**src/rtl/serial_add_ctrl.sv**
```systemverilog
// serial_add_ctrl: bit-serial add/subtract engine.
// A single 1-bit full adder is stepped over WIDTH clock cycles, LSB first.
// The host uses a start/busy/done handshake. The result, carry and overflow
// flags are registered and held until the next accepted operation completes.
module serial_add_ctrl #(
    parameter int WIDTH = 8
) (
    input  logic             clk,
    input  logic             rst,
    input  logic             start,
    input  logic             sub,
    input  logic [WIDTH-1:0] op_a,
    input  logic [WIDTH-1:0] op_b,
    output logic             busy,
    output logic             done,
    output logic [WIDTH-1:0] result,
    output logic             carry_out,
    output logic             overflow
);

    localparam int CW = $clog2(WIDTH);

    typedef enum logic [1:0] {
        IDLE,
        RUN,
        DONE
    } state_t;

    state_t           state;
    logic [WIDTH-1:0] a_sh;
    logic [WIDTH-1:0] b_sh;
    logic [WIDTH-2:0] r_sh;
    logic             carry;
    logic [CW-1:0]    count;

    logic             fa_a;
    logic             fa_b;
    logic             fa_sum;
    logic             fa_cout;
    logic             last_bit;
    logic [WIDTH-1:0] r_next;

    // The one and only full adder: it works on the current LSBs and the running carry
    assign fa_a    = a_sh[0];
    assign fa_b    = b_sh[0];
    assign fa_sum  = fa_a ^ fa_b ^ carry;
    assign fa_cout = (fa_a & fa_b) | (carry & (fa_a ^ fa_b));

    // Partial result after this bit is shifted in; on the last bit this is the full word
    assign r_next   = {fa_sum, r_sh};
    assign last_bit = (count == CW'(WIDTH - 1));

    // Handshake outputs are decoded directly from the state register
    assign busy = (state == RUN);
    assign done = (state == DONE);

    // Sequencer: load operands on start, shift one bit per cycle, publish the result on the last bit
    always_ff @(posedge clk or posedge rst) begin
        if (rst) begin
            state     <= IDLE;
            a_sh      <= '0;
            b_sh      <= '0;
            r_sh      <= '0;
            carry     <= 1'b0;
            count     <= '0;
            result    <= '0;
            carry_out <= 1'b0;
            overflow  <= 1'b0;
        end else begin
            case (state)
                IDLE: begin
                    if (start) begin
                        a_sh  <= op_a;
                        b_sh  <= op_b ^ {WIDTH{sub}};
                        carry <= sub;
                        count <= '0;
                        state <= RUN;
                    end
                end
                RUN: begin
                    r_sh  <= r_next[WIDTH-1:1];
                    a_sh  <= a_sh >> 1;
                    b_sh  <= b_sh >> 1;
                    carry <= fa_cout;
                    count <= count + 1'b1;
                    if (last_bit) begin
                        // On the MSB step, carry holds the carry into the MSB, so
                        // signed overflow is that carry XOR the carry out of the MSB.
                        result    <= r_next;
                        carry_out <= fa_cout;
                        overflow  <= fa_cout ^ carry;
                        state     <= DONE;
                    end
                end
                DONE: begin
                    state <= IDLE;
                end
                default: begin
                    state <= IDLE;
                end
            endcase
        end
    end

endmodule

```
**config.mk**
```make
export PLATFORM = sky130hd
export DESIGN_NAME = serial_add_ctrl
export DESIGN_NICKNAME = d
export VERILOG_FILES = /design/src/rtl/serial_add_ctrl.sv
export SDC_FILE = /design/constraint.sdc
export NUM_CORES = 1
export LEC_CHECK = 0
export ABC_AREA = 1
export BUFFER_PORTS_ARGS = -buffer_cell sky130_fd_sc_hd__buf_2
export CORE_ASPECT_RATIO = 1.1
export CORE_MARGIN = 2
export CORE_UTILIZATION = 45
export DETAILED_ROUTE_END_ITERATION = 8
export GPL_TIMING_DRIVEN = 0
export MAX_ROUTING_LAYER = met4
export PLACE_DENSITY = 0.66
export RECOVER_POWER = 100
export SLEW_MARGIN = 20
export SYNTH_ARGS = -nofsm -noshare
export SYNTH_HDL_FRONTEND = slang
export SYNTH_SLANG_ARGS = --single-unit
```
**constraint.sdc**
```tcl
create_clock -name clk -period 3.3 [get_ports clk]
set_input_delay 0.99 -clock clk [delete_from_list [all_inputs] [get_ports clk]]
set_output_delay 0.99 -clock clk [all_outputs]
set_load 0.1 [all_outputs]
```
* Yosys cells after proc, flatten, opt, wreduce, memory -nomap -nowiden
Cells that the tools add are included.
** Word-level totals
- Flip-flop bits (word level) :: 39
- Input port bits :: 20
- Output and inout bits :: 12
- Word-level logic and storage cells :: 38
** Operators by class
- Add/sub/neg operators :: 1
- Equality and inequality tests :: 5
- Multiplexer cells :: 11
- Bitwise logic cells :: 7
- Reductions and logical operators :: 5
** Operators by type and width (number)
- $pmux W8 S2 :: 2
- $mux W8 :: 2
- $xor A8 B8 Y8 :: 1
- $pmux W3 S2 :: 1
- $reduce_and A2 Y1 :: 3
- $mux W2 :: 2
- $pmux W2 S2 :: 1
- $add A3 B1 Y3 const B :: 1
- $eq A3 B3 Y1 const B :: 1
- $mux W3 :: 1
- $xor A1 B1 Y1 :: 3
- $and A1 B1 Y1 :: 2
- $eq A2 B1 Y1 const B :: 1
- $eq A2 B2 Y1 const B :: 1
- $logic_not A2 Y1 :: 1
- $ne A2 B1 Y1 const B :: 1
- $ne A2 B2 Y1 const B :: 1
- $pmux W1 S2 :: 1
- $reduce_bool A2 Y1 :: 1
- $mux W1 :: 1
- $or A1 B1 Y1 :: 1

* Depth between registers and ports, before layout
- Depth after elaboration :: 4
- Depth in mapped cells :: 6
- Gate-level depth less buffers :: 6

* Worst setup path after synthesis
OpenSTA, ideal clock, no wires.
- Path kind :: reg-to-output
- Start point :: register state[1]
- End point :: output port done
- Arrival time :: 1.734 ns
- Data required time :: 2.310 ns
- Slack :: 0.576 ns
- Cell stages (with the launch flop) :: 3
- Buffers on the path :: 0
- Cell sequence :: dfrtp_1 inv_1 nor2_1
** On the way
- Word-level cells in the longest chain between the ends :: 1
** RTL lines
- from (decl) :: RTL line 29 : state_t state;
- from (signal assigned) :: RTL line 60 : state <= IDLE;
- from (signal assigned) :: RTL line 77 : state <= RUN;
- from (signal assigned) :: RTL line 92 : state <= DONE;
- $eq A2 B2 Y1 :: RTL line 55 : assign done = (state == DONE);
- to (decl) :: RTL line 15 : output logic done,
Every way passes these cells.

* Worst setup path in the final report
Ends and elaborated chain as after synthesis.

==> impl_metrics.ini <==
[status]
outcome = finished, final reports clean

[synthesis]
syn_avg_cell_area_um2 = 8.51
yosysSeqAreaShare_pct = 53.6
netlist_instances = 214
synth_warnings = 0
synth_area_leaders = dfrtp_1 (54%), nand2_1 (17%), nand3_1 (12%), inv_1 (3.1%), buf_4 (2.5%)
synth_area_um2 = 1820
synth_top_cell_area_share_pct = 53.6
syn-num-nets = 237
synth_largest_area_cell = dfrtp_1
ys_types = 18
synth-seq-cells = 39

[hold_path]
worstHoldPathType = register to register

[critical_path]
arrival_ps = 1780
cp.required_ps = 2310
endpoint_kind = primary output
cp_max_fo = 4
cp-start-kind = register
crit_type = register to primary output

[floorplan]
dieArea_um2 = 4570
core_area_um2 = 3930
rows = 24
initial_core_util_pct = 46.3
die_y_um = 70.7
pin_count = 32
fp.dieW_um = 64.6

[sta]
clock_skew_ps = 9.15
max_slew_margin_pct = 10.3
clock.fmax_mhz = 361
worstMarginPinSlew_ps = 1350
period_needed_ps = 2770
drv_slew = 0
setup-tns-final_ps = 0
setup_viol = 0
hold_viol_final = 0
setup_ws_ps = 528
rsz0062_at_grt = false
finalCritPeriodShare_pct = 84.0

[route]
drt_iter0_markers = 55
vias_per_cell = 4.93
wl_um = 3700
drc = 0
dr.pass1.iters = 4
routedWlPerCell_um = 12.2
dr_total_vias = 1498
ant_nets = 0

[cells_and_area]
instances_no_fill = 304
final_cell_mix = nand2_1 (82), nand3_1 (43), dfrtp_1 (39), clkbuf_1 (18), buf_2 (18)
fillers = 441
area.sequential_um2 = 976
antenna_cells = 0
layout-area-overhead-vs-synth_pct = 14.0
nets = 274
layout_commonest_cell = nand2_1
drive_gt1_share_pct = 13.1
multi_input_area_um2 = 684

[global_route]
grt_pass1_wl_um = 6390
grt_pass1_vias = 1459
grt_overflow = 0
grt_use_total_pct = 18.6
antenna_found_initial = 0
grt_start_max_net_pins = 26

[place]
hpwl_um = 2600
io_buffer_count = 29
post-place-ws_ps = 1010
gp_congestion = 0.808
dp_cells = 296

[cts]
insertion_delay_ps = 290
ctsHtreeMaxLevel = 2
cts_buffers = 5
cts_setup_buffers = 0
cts_sinks = 39
clkSlewWorstSetupHoldPaths_ps = 70
cts_max_path_buffers = 2
cts_tree = built
hold_buffers = 0
cts_resized = 0
clockRootBuffer = clkbuf_8

[job]
drv_cap = 0

[power]
irDropWorstVdd_v = 0.000503
leakagePower_uw = 0.00110
power.density_nw_per_um2 = 1050
total_power_uw = 2180
==> power by group <==
group / total [µW] / internal (µW) / switching, µW
sequential: 785 / 670 / 114
clock: 352 / 191 / 161
combinational: 1040 / 238 / 806
total: 2180 / 1100 / 1080
==> routing by layer <==
metal | wire length (µm) | part of all wire (%) | vias to the layer above | global-route usage (%)
met1 | 1680 | 45 | 707 | 22.9
li1 | - | - | 752 | -
met2 | 1820 | 49 | 30 | 30.6
met5 | 0 | 0 | - | -
met3 | 145 | 3.9 | 9 | 4.93
met4 | 59 | 1.6 | 0 | 4.96
==> worst paths after layout <==
path                                        from               endpoint  slack [ps]  cells past startpoint
min in group asynchronous                    rst    r_sh[2]$_DFFE_PP0N_         740                      2
max reg2reg                 count[0]$_DFFE_PP0P_  result[1]$_DFFE_PP0P_        1610                      5
min                        result[0]$_DFFE_PP0P_  result[0]$_DFFE_PP0P_         470                      2
max                         state[1]$_DFFE_PP0P_                   done         530                      3
max in group asynchronous                    rst    a_sh[7]$_DFFE_PP0P_         940                      3
min reg2reg                result[0]$_DFFE_PP0P_  result[0]$_DFFE_PP0P_         470                      2
==> logic make-up (layout without fill, tap and decap cells) <==
| group | after synthesis | count (layout) | share of synthesized area (%) |
|---|---|---|---|
| AO/OA/AOI/OAI | 14 | 14 | 5.02 |
| XOR/XNOR | 2 | 2 | 0.962 |
| adder cells (fa/ha/maj) | 3 | 3 | 2.47 |
| buffers and inverters | 26 | 64 | 7.22 |
| flip-flops | 39 | 39 | 53.6 |
| AND/OR/NAND/NOR | 130 | 130 | 30.7 |
==> flip-flops by register name, summed over array words and instances (netlist names) <==
name and count:
a_sh 8, state 2, count 3, b_sh 8, carry_out 1, overflow 1
r_sh 7, result 8, carry 1
==> Yosys cell counts <==
cell,instances
buf_6,1
a21boi_0,1
nor2_4,1
o21ai_0,8
ha_1,2
dfrtp_1,39
nor2_2,1
buf_4,6
nand3_1,43
xor2_1,2
o21ai_2,5
buf_2,3
fa_1,1
inv_1,15
nand2_4,1
nor2_1,3
inv_2,1
nand2_1,81
==> area by class of cell <==
cell class,count,share of cell area (%)
buffer,10,2.59
sequential,39,47.0
inverter,16,2.90
multi-input combinational,149,33.0
timing repair buffer,30,6.51
tap,52,3.14
clock buffer,8,4.83
==> critical path: stages (launching register included) <==
cell and delay, ps:
dfrtp_1 400, inv_1 90, nor2_1 130, clkbuf_1 880
==> metrics by stage <==
step	area (µm²)	utilization (%)	hold WS, ps
4_1_cts	2150	54.7	481
2_1_floorplan	1820	-	449
5_1_grt	2070	52.7	504
3_5_place_dp	2050	52.1	462
3_3_place_gp	2030	51.6	448
6_report	2070	52.7	473
Note: power is estimated with default switching activity, not from simulation.
